**src/rtl/spi_cmd_pkg.sv**
```systemverilog
// ============================================================================
// Module      : spi_cmd_pkg
// Description : Shared frame geometry, register map and FSM state encoding
//               for the SPI command master.
// Revision    : 1.0 - initial release
// ============================================================================
`default_nettype none

package spi_cmd_pkg;

   localparam int FRAME_BITS = 24;
   localparam int ADDR_WIDTH = 3;
   localparam int DATA_WIDTH = 16;
   localparam int WORD_WIDTH = ADDR_WIDTH + DATA_WIDTH;

   localparam logic [ADDR_WIDTH-1:0] START_POINT   = 3'd1;
   localparam logic [ADDR_WIDTH-1:0] CHARGE_END    = 3'd2;
   localparam logic [ADDR_WIDTH-1:0] DISCHARGE_END = 3'd3;
   localparam logic [ADDR_WIDTH-1:0] END_DELAY     = 3'd4;
   localparam logic [ADDR_WIDTH-1:0] END_DISCHARGE = 3'd5;
   localparam logic [ADDR_WIDTH-1:0] CHANNEL_CTRL  = 3'd6;

   typedef enum logic [2:0] {
      IDLE   = 3'd0,
      LOAD   = 3'd1,
      BIT_LO = 3'd2,
      BIT_HI = 3'd3,
      HOLD   = 3'd4,
      GAP    = 3'd5
   } state_t;

   // Five leading zero bits pad the {addr,data} word up to the frame length.
   function automatic logic [FRAME_BITS-1:0] build_frame(input logic [WORD_WIDTH-1:0] word);
      return {{(FRAME_BITS-WORD_WIDTH){1'b0}}, word};
   endfunction

endpackage

`default_nettype wire

```
**src/rtl/cmd_fifo.sv**
```systemverilog
// ============================================================================
// Module      : cmd_fifo
// Description : Synchronous command FIFO with full/empty flags and
//               first-word fall-through read data.
// Revision    : 1.0 - initial release
// ============================================================================
`default_nettype none

module cmd_fifo #(
   parameter int DEPTH = 4,
   parameter int WIDTH = 19
) (
   input  logic             clock,
   input  logic             reset_n,
   input  logic             push_i,
   input  logic [WIDTH-1:0] wdata_i,
   input  logic             pop_i,
   output logic [WIDTH-1:0] rdata_o,
   output logic             full_o,
   output logic             empty_o
);

   localparam int AW = (DEPTH > 1) ? $clog2(DEPTH) : 1;
   localparam logic [AW:0]   C_DEPTH = (AW+1)'(DEPTH);
   localparam logic [AW-1:0] C_LAST  = AW'(DEPTH-1);

   logic [WIDTH-1:0] mem_q [DEPTH];
   logic [AW-1:0]    wr_ptr_q;
   logic [AW-1:0]    rd_ptr_q;
   logic [AW:0]      count_q;
   logic             do_push;
   logic             do_pop;

   assign full_o  = (count_q == C_DEPTH);
   assign empty_o = (count_q == '0);
   // A full FIFO refuses the push even when a pop frees a slot this cycle.
   assign do_push = push_i && !full_o;
   assign do_pop  = pop_i && !empty_o;
   assign rdata_o = mem_q[rd_ptr_q];

   always_ff @(posedge clock) begin
      if (do_push) begin
         mem_q[wr_ptr_q] <= wdata_i;
      end
   end

   always_ff @(posedge clock or negedge reset_n) begin
      if (!reset_n) begin
         wr_ptr_q <= '0;
         rd_ptr_q <= '0;
         count_q  <= '0;
      end else begin
         if (do_push) begin
            wr_ptr_q <= (wr_ptr_q == C_LAST) ? '0 : wr_ptr_q + AW'(1);
         end
         if (do_pop) begin
            rd_ptr_q <= (rd_ptr_q == C_LAST) ? '0 : rd_ptr_q + AW'(1);
         end
         case ({do_push, do_pop})
            2'b10:   count_q <= count_q + (AW+1)'(1);
            2'b01:   count_q <= count_q - (AW+1)'(1);
            default: count_q <= count_q;
         endcase
      end
   end

endmodule

`default_nettype wire

```
**src/rtl/spi_cmd_master.sv**
```systemverilog
// ============================================================================
// Module      : spi_cmd_master
// Description : Queues {addr,data} command words and shifts each out as a
//               24-bit SPI frame (mode 0, MSB first) with registered outputs.
// Revision    : 1.0 - initial release
// ============================================================================
`default_nettype none

module spi_cmd_master
   import spi_cmd_pkg::*;
#(
   parameter int CLK_DIV    = 4,
   parameter int FIFO_DEPTH = 4
) (
   input  logic                  clock,
   input  logic                  reset_n,
   input  logic                  cmd_valid,
   input  logic [ADDR_WIDTH-1:0] cmd_addr,
   input  logic [DATA_WIDTH-1:0] cmd_data,
   output logic                  cmd_ready,
   output logic                  busy,
   output logic                  frame_done,
   output logic                  spi_cs,
   output logic                  spi_sck,
   output logic                  spi_sda
);

   localparam logic [7:0] C_HALF_LAST = 8'(CLK_DIV - 1);
   localparam logic [4:0] C_LAST_BIT  = 5'(FRAME_BITS - 1);

   state_t                  state_q, state_d;
   logic [FRAME_BITS-1:0]   shift_q, shift_d;
   logic [4:0]              bit_cnt_q, bit_cnt_d;
   logic [7:0]              half_cnt_q, half_cnt_d;
   logic                    cs_q, cs_d;
   logic                    sck_q, sck_d;
   logic                    sda_q, sda_d;
   logic                    done_q, done_d;

   logic                    fifo_pop;
   logic                    fifo_full;
   logic                    fifo_empty;
   logic [WORD_WIDTH-1:0]   fifo_rdata;
   logic [FRAME_BITS-1:0]   new_frame;
   logic                    half_last;

   cmd_fifo #(
      .DEPTH (FIFO_DEPTH),
      .WIDTH (WORD_WIDTH)
   ) u_fifo (
      .clock   (clock),
      .reset_n (reset_n),
      .push_i  (cmd_valid),
      .wdata_i ({cmd_addr, cmd_data}),
      .pop_i   (fifo_pop),
      .rdata_o (fifo_rdata),
      .full_o  (fifo_full),
      .empty_o (fifo_empty)
   );

   assign new_frame = build_frame(fifo_rdata);
   assign half_last = (half_cnt_q == C_HALF_LAST);

   // SPI pins are computed for the next state and registered, so each pin
   // lines up with state_q and never sees a combinational path from cmd_*.
   always_comb begin
      state_d    = state_q;
      shift_d    = shift_q;
      bit_cnt_d  = bit_cnt_q;
      half_cnt_d = half_cnt_q;
      cs_d       = cs_q;
      sck_d      = sck_q;
      sda_d      = sda_q;
      done_d     = 1'b0;
      fifo_pop   = 1'b0;

      case (state_q)
         IDLE: begin
            cs_d  = 1'b1;
            sck_d = 1'b0;
            sda_d = 1'b0;
            if (!fifo_empty) begin
               fifo_pop = 1'b1;
               shift_d  = new_frame;
               cs_d     = 1'b0;
               sda_d    = new_frame[FRAME_BITS-1];
               state_d  = LOAD;
            end
         end
         LOAD: begin
            bit_cnt_d  = '0;
            half_cnt_d = '0;
            state_d    = BIT_LO;
         end
         BIT_LO: begin
            if (half_last) begin
               half_cnt_d = '0;
               sck_d      = 1'b1;
               state_d    = BIT_HI;
            end else begin
               half_cnt_d = half_cnt_q + 8'd1;
            end
         end
         BIT_HI: begin
            if (half_last) begin
               // Falling edge: the only place sda may move mid-frame.
               half_cnt_d = '0;
               sck_d      = 1'b0;
               shift_d    = shift_q << 1;
               sda_d      = shift_q[FRAME_BITS-2];
               bit_cnt_d  = bit_cnt_q + 5'd1;
               state_d    = (bit_cnt_q == C_LAST_BIT) ? HOLD : BIT_LO;
            end else begin
               half_cnt_d = half_cnt_q + 8'd1;
            end
         end
         HOLD: begin
            if (half_last) begin
               half_cnt_d = '0;
               cs_d       = 1'b1;
               done_d     = 1'b1;
               state_d    = GAP;
            end else begin
               half_cnt_d = half_cnt_q + 8'd1;
            end
         end
         GAP: begin
            if (half_last) begin
               half_cnt_d = '0;
               state_d    = IDLE;
            end else begin
               half_cnt_d = half_cnt_q + 8'd1;
            end
         end
         default: begin
            cs_d    = 1'b1;
            sck_d   = 1'b0;
            sda_d   = 1'b0;
            state_d = IDLE;
         end
      endcase
   end

   always_ff @(posedge clock or negedge reset_n) begin
      if (!reset_n) begin
         state_q    <= IDLE;
         shift_q    <= '0;
         bit_cnt_q  <= '0;
         half_cnt_q <= '0;
         cs_q       <= 1'b1;
         sck_q      <= 1'b0;
         sda_q      <= 1'b0;
         done_q     <= 1'b0;
      end else begin
         state_q    <= state_d;
         shift_q    <= shift_d;
         bit_cnt_q  <= bit_cnt_d;
         half_cnt_q <= half_cnt_d;
         cs_q       <= cs_d;
         sck_q      <= sck_d;
         sda_q      <= sda_d;
         done_q     <= done_d;
      end
   end

   assign cmd_ready  = !fifo_full;
   assign busy       = (state_q != IDLE) || !fifo_empty;
   assign frame_done = done_q;
   assign spi_cs     = cs_q;
   assign spi_sck    = sck_q;
   assign spi_sda    = sda_q;

endmodule

`default_nettype wire

```
**config.mk**
```make
export PLATFORM = sky130hd
export DESIGN_NAME = spi_cmd_master
export DESIGN_NICKNAME = d
export VERILOG_FILES = /design/src/rtl/spi_cmd_pkg.sv /design/src/rtl/cmd_fifo.sv /design/src/rtl/spi_cmd_master.sv
export SDC_FILE = /design/constraint.sdc
export NUM_CORES = 1
export LEC_CHECK = 0
export ABC_AREA = 0
export BUFFER_PORTS_ARGS = -buffer_cell sky130_fd_sc_hd__buf_2
export CAP_MARGIN = 20
export CORE_AREA = 4 4 122 112
export CTS_CLUSTER_DIAMETER = 30
export CTS_CLUSTER_SIZE = 40
export DETAILED_ROUTE_END_ITERATION = 8
export DIE_AREA = 0 0 126 116
export PLACE_DENSITY = 0.73
export SLEW_MARGIN = 15
export SYNTH_ARGS = -nofsm -noshare
export SYNTH_HDL_FRONTEND = slang
export SYNTH_HIERARCHICAL = 1
export SYNTH_SLANG_ARGS = --single-unit
```
**constraint.sdc**
```tcl
create_clock -name clock -period 5.25 [get_ports clock]
set_input_delay 1.05 -clock clock [delete_from_list [all_inputs] [get_ports clock]]
set_output_delay 1.05 -clock clock [all_outputs]
set_load 0.02 [all_outputs]
```
==> results_dict.tcl, run 1 <==
set metrics [dict create \
    worstPathRequired_ns 5.53 \
    hold_path_class "reg2reg" \
    area_growth_pct 15.3 \
    powerDensity_nw_per_um2 578 \
    endpoint_kind "flip-flop" \
    clkSlewWorstSetupHoldPaths_ns 0.06 \
    synth_nets 403 \
    regToRegSetupSlack_ns 2.27 \
    critPathSlowestCell "nand3b_1" \
    initial_core_util 0.439 \
    finalHoldViolations 0 \
    die_area_um2 14600 \
    detailedRoute.firstIterationViolations 402 \
    reg2reg_depth 4 \
    cp.arrival_ns 3.26 \
    worstPathCellList "nand3b_1 -> nor3_4 -> nor2_4 -> mux2_4" \
    coreArea_um2 12500 \
    io_pins 28 \
    peakVddDrop_mv 0.280 \
    async_flop_share 0.397 \
    gp_congestion 0.789 \
    max_slew_margin 0.282 \
    hold_start "half_cnt_q[0]" \
    postRouteAntennaNets 0 \
    layout-drive-gt1-share 0.275 \
    tightest_slew_ns 1.07 \
    die_x_um 126 \
    grt_pass1_wl_mm 16.0 \
    skew_ns 0.00832 \
    overflow 0 \
    finalSetupViolCount 0 \
    synthCells 372 \
    ctsHoldBuffers 0 \
    netlist_area_um2 5490 \
    wl_mm 9.43 \
    yosysTopAreaCell "edfxtp_1" \
    syn_area_per_cell_um2 14.8 \
    total_power_mw 3.66 \
    final.setup.tns_ns 0 \
    max_freq_ghz 0.335 \
    synth_edf_count 76 \
    synth_cell_types 53 \
    period_minus_slack_ns 2.98 \
    nNetsFinal 432 \
    die_h_um 116 \
    drcViolationCount 0 \
    ys_warn_count 6 \
    clockRootBuffer "clkbuf_16" \
    ys_seq_area_frac 0.644 \
    critical_path.max_stage_delay_ns 0.80 \
    r2r_end "shift_q[16]" \
    wire_per_inst_um 16.3 \
    p_leak_nw 2.56 \
    grt_pass1_vias 3156 \
    critPathLaunchType "flip-flop" \
    diodes 0 \
    ctsHtreeMaxLevel 4 \
    critPathMaxFanout 23 \
    status "completed" \
    ys.flop_type "edfxtp_1" \
    dp_hpwl_mm 5.70 \
    cap_violations 0 \
    hold_end "half_cnt_q[0]" \
    drtPass1Iterations 4 \
    grt_max_degree 51 \
    antenna_found_initial 0 \
    vias 3020 \
    whs_path_depth 1 \
    cts.sinks 126 \
    finalMaxSlewViolations 0 \
    synth_area_leaders "edfxtp_1, dfrtp_1, mux4_2" \
    fin_crit_sh 0.568 \
    final_common_cell "edfxtp_1" \
    cts.repair.resized 0 \
    final_cell_mix "edfxtp_1, nand2_1, dfrtp_1, buf_2, mux4_2" \
    clock_latency_ns 0.41 \
    io_buffers 27 \
    ys_seq_elements 126 \
    post_cts_buffers 0 \
    cts_inserted_buffers 17 \
    worstSetupPathType "reg2reg" \
    clk_path_buf_depth 2 \
    grt_use_total 0.142 \
    cts_tree "built" \
    synth_top_area_share 0.416 \
    grt_setup_unrepaired "false" \
    r2r-start "state_q[1]" \
    rows 39 \
    viasPerCell 5.22 \
]
==> synth_stat cells, types with 2 or more instances <==
| cell | number |
|---|---|
| edfxtp_1 | 76 |
| nand2_1 | 67 |
| dfrtp_1 | 49 |
| mux4_2 | 19 |
| mux2_4 | 17 |
| nor2_1 | 14 |
| o21ai_0 | 14 |
| a21oi_1 | 10 |
| clkbuf_1 | 10 |
| inv_1 | 10 |
| ha_1 | 8 |
| mux2_2 | 5 |
| nand3_1 | 5 |
| nor3_1 | 5 |
| xnor2_1 | 5 |
| a22o_2 | 4 |
| and2_2 | 4 |
| buf_6 | 4 |
| mux2i_1 | 4 |
| nor4_1 | 3 |
| xor2_1 | 3 |
| a211oi_1 | 2 |
| and3_1 | 2 |
| buf_2 | 2 |
| nand4_1 | 2 |
==> registers in the layout (all words and copies together), names as in the netlist <==
| signal | count |
|---|---|
| frame_done | 1 |
| state_q | 3 |
| bit_cnt_q | 5 |
| u_fifo/wr_ptr_q | 2 |
| shift_q | 23 |
| u_fifo/count_q | 3 |
| u_fifo/mem_q | 76 |
| spi_sck | 1 |
| u_fifo/rd_ptr_q | 2 |
| spi_sda | 1 |
| spi_cs | 1 |
| half_cnt_q | 8 |
==> layout make-up <==
type	count	area (µm²)
fillers	1051	6160
flip-flops and latches	126	3530
multi-input cells	218	1810
clock buffers	19	433
well taps	164	205
clock inverters	13	161
repair buffers	28	145
inverters	10	37.5
==> worst max-delay path by stage <==
stage,start,end,slack (ns),cells after the start
detailed placement,state_q[1],shift_q[16],2.31,4
finish,state_q[1],shift_q[16],2.27,4
global placement,state_q[1],shift_q[10],2.41,4
global route,state_q[1],shift_q[6],2.05,4
floorplan,state_q[2],u_fifo/count_q[2],2.81,10
CTS,state_q[1],shift_q[16],2.29,4
==> where the power goes <==
part	leakage (nW)	internal, mW	switching [mW]
clock	0.285	0.749	0.430
sequential	1.32	1.35	0.183
combinational	0.959	0.457	0.494
==> cells by family after synthesis <==
| logic type | after synthesis | share of synthesized area |
|---|---|---|
| AOI/OAI and AO/OA | 41 | 0.0504 |
| and+or+nand+nor | 115 | 0.103 |
| xor gates and xnor gates | 8 | 0.0128 |
| buffers and inverters | 28 | 0.0258 |
| muxes | 45 | 0.142 |
| adders and majority gates | 9 | 0.0219 |
| DFF | 126 | 0.644 |
==> layer usage <==
layer | routed length, µm | global-route usage
met5 | 0 | 0
met1 | 4320 | 0.182
met4 | 125 | 0.0593
met3 | 356 | 0.0433
met2 | 4630 | 0.229
==> metrics by stage <==
stage          setup slack (ns)  std cells   util  hold slack (ns)  area (µm²)
4_1_cts                    2.29        578  0.507            0.508        6330
3_5_place_dp               2.31        546  0.459            0.488        5730
2_1_floorplan              2.81        372      -            0.461        5490
5_1_grt                    2.05        578  0.507            0.530        6330
3_3_place_gp               2.41        546  0.459            0.478        5730
6_report                   2.27        578  0.507            0.501        6330
==> worst max-delay path, delay by kind of cell (launching register included) <==
kind,cells,cell delay [ns]
mux,1,0.40
simple gates,3,1.69
flops,1,0.77
(Power assumes the default switching activity.)
==> inputs of run 2 (changes only) <==
PLACE_DENSITY = 0.75   (was 0.73)
clock period = 2.7 ns   (was 5.25 ns; I/O delays follow)
==> run 2 against run 1 <==
Design area grew 1.9%. Die area is the same. Highest routed layer unchanged. Clock skew rose by 0.0031 ns. Critical path depth increased by 1. Critical path type unchanged. First-iteration DRC count rose by 1.2%. Via count up 2.2%. Flip-flop and latch count unchanged. Register-to-register slack worse by 1.8 ns. Clock power up 100%. Sequential share of layout area down 1.1 points. Non-clock buffer count is 13 higher.
==> results_dict.tcl, run 2 (synthesized netlist as in run 1, its figures left out) <==
set metrics [dict create \
    final.setup.tns_ns 0 \
    grt_setup_unrepaired "false" \
    status "completed" \
    initial_core_util 0.439 \
    max_freq_ghz 0.450 \
    path_delay_family "simple AND/OR/NAND/NOR gates" \
    cts_tree "built" \
    die_h_um 116 \
    critPathSlowestCell "nor2_4" \
    worstPathCellList "ha_1 -> or4b_1 -> nor3_4 -> nor2_4 -> mux2_2" \
    final_common_cell "edfxtp_1" \
    cap_violations 0 \
    finalHoldViolations 0 \
    clk_path_buf_depth 2 \
    wl_mm 9.91 \
    p_seq_frac 0.403 \
    postRouteAntennaNets 0 \
    ctsHtreeMaxLevel 4 \
    diodes 0 \
    gp_congestion 0.857 \
    coreArea_um2 12500 \
    final_cell_mix "edfxtp_1, nand2_1, dfrtp_1, buf_2, mux4_2" \
    rows 39 \
    critPathLaunchType "flip-flop" \
    drtPass1Iterations 5 \
    clockPowerShare 0.326 \
    tightest_slew_ns 0.824 \
    detailedRoute.firstIterationViolations 407 \
    p_leak_nw 2.63 \
    worstPathRequired_ns 2.99 \
    io_pins 28 \
    clock_latency_ns 0.42 \
    cp.arrival_ns 2.52 \
    dp_hpwl_mm 6.16 \
    ctsHoldBuffers 0 \
    antenna_found_initial 0 \
    layout-drive-gt1-share 0.300 \
    endpoint_kind "flip-flop" \
    clkSlewWorstSetupHoldPaths_ns 0.05 \
    critPathMaxFanout 23 \
    grt_max_degree 35 \
    die_area_um2 14600 \
    die_x_um 126 \
    overflow 0 \
    peakVddDrop_mv 0.839 \
    clockRootBuffer "clkbuf_16" \
    internal_power_mw 5.12 \
    critical_path.max_stage_delay_ns 0.63 \
    wire_per_inst_um 16.8 \
    finalSetupViolCount 0 \
    max_slew_margin 0.449 \
    powerDensity_nw_per_um2 1130 \
    net-switching-power_mw 2.18 \
    largest_reg_flops 76 \
    viasPerCell 5.22 \
    area_growth_pct 17.5 \
    total_power_mw 7.30 \
    hold_path_class "in2async" \
    vias 3087 \
    finalInstanceArea_um2 6450 \
    grt_pass1_vias 3210 \
    drcViolationCount 0 \
    nNetsFinal 445 \
    skew_ns 0.0115 \
    cts.repair.resized 0 \
    grt_use_total 0.147 \
    path_buf_inv 0 \
    swShare 0.299 \
    finalMaxSlewViolations 0 \
    placed_area_um2 5830 \
    largest_register "u_fifo/mem_q" \
    grt_pass1_wl_mm 16.4 \
    largest_registers "u_fifo/mem_q: 76 flops, shift_q: 23 flops, half_cnt_q: 8 flops" \
    worstSetupPathType "reg2reg" \
    io_buffers 27 \
    post_cts_buffers 0 \
    comb_power_share 0.271 \
    cts.sinks 126 \
    cts_inserted_buffers 17 \
    period_minus_slack_ns 2.22 \
    fin_crit_sh 0.823 \
]
-- run 2: cell type report --
type                    instances  area (µm²)
fillers                      1023        6040
flip-flops and latches        126        3530
repair buffers                 41         240
multi-input cells             218        1810
clock inverters                12         184
clock buffers                  20         437
inverters                      10        37.5
well taps                     164         205
-- run 2: final timing paths --
path / slack, ns / end / cells past startpoint / startpoint
hold reg to reg: 0.50 / half_cnt_q[0] / 1 / half_cnt_q[0]
min in group clock: 0.34 / u_fifo/mem_q[1][3] / 1 / cmd_data[3]
setup reg to reg: 0.48 / shift_q[1] / 5 / half_cnt_q[0]
hold / removal: 0.19 / half_cnt_q[5] / 1 / reset_n
setup / recovery: 0.48 / shift_q[1] / 5 / half_cnt_q[0]
max in group asynchronous: 1.79 / spi_cs / 2 / reset_n
-- run 2: worst register-to-register path, stage by stage, from the launching register on --
cell and delay, ns:
dfrtp_1 0.40, ha_1 0.25, or4b_1 0.31, nor3_4 0.08, nor2_4 0.63, mux2_2 0.43
-- run 2: stage by stage --
stage	std cells	hold slack [ns]	setup WS, ns	util
3_5_place_dp	559	0.485	0.507	0.467
5_1_grt	591	0.239	0.344	0.516
4_1_cts	591	0.215	0.480	0.516
2_1_floorplan	372	0.244	0.262	-
6_report	591	0.186	0.477	0.516
3_3_place_gp	559	0.476	0.573	0.467
-- run 2: power by group through the flow --
stage | clock (mW) | sequential (mW) | combinational [mW]
final | 2.38 | 2.94 | 1.98
after global routing | 2.51 | 3.00 | 2.19
after CTS | 2.40 | 2.93 | 2.01
after detailed placement | 0 | 2.95 | 1.99
after global placement | 0 | 2.92 | 1.90
after floorplan | 0 | 2.88 | 1.53
-- run 2: metal layers --
metal	up-vias	track usage	wire length (µm)	part of all wire
met2	74	0.231	4820	0.49
met3	19	0.0442	499	0.050
met4	0	0.0636	196	0.020
met5	-	0	0	0
li1	1452	-	-	-
met1	1542	0.191	4400	0.44
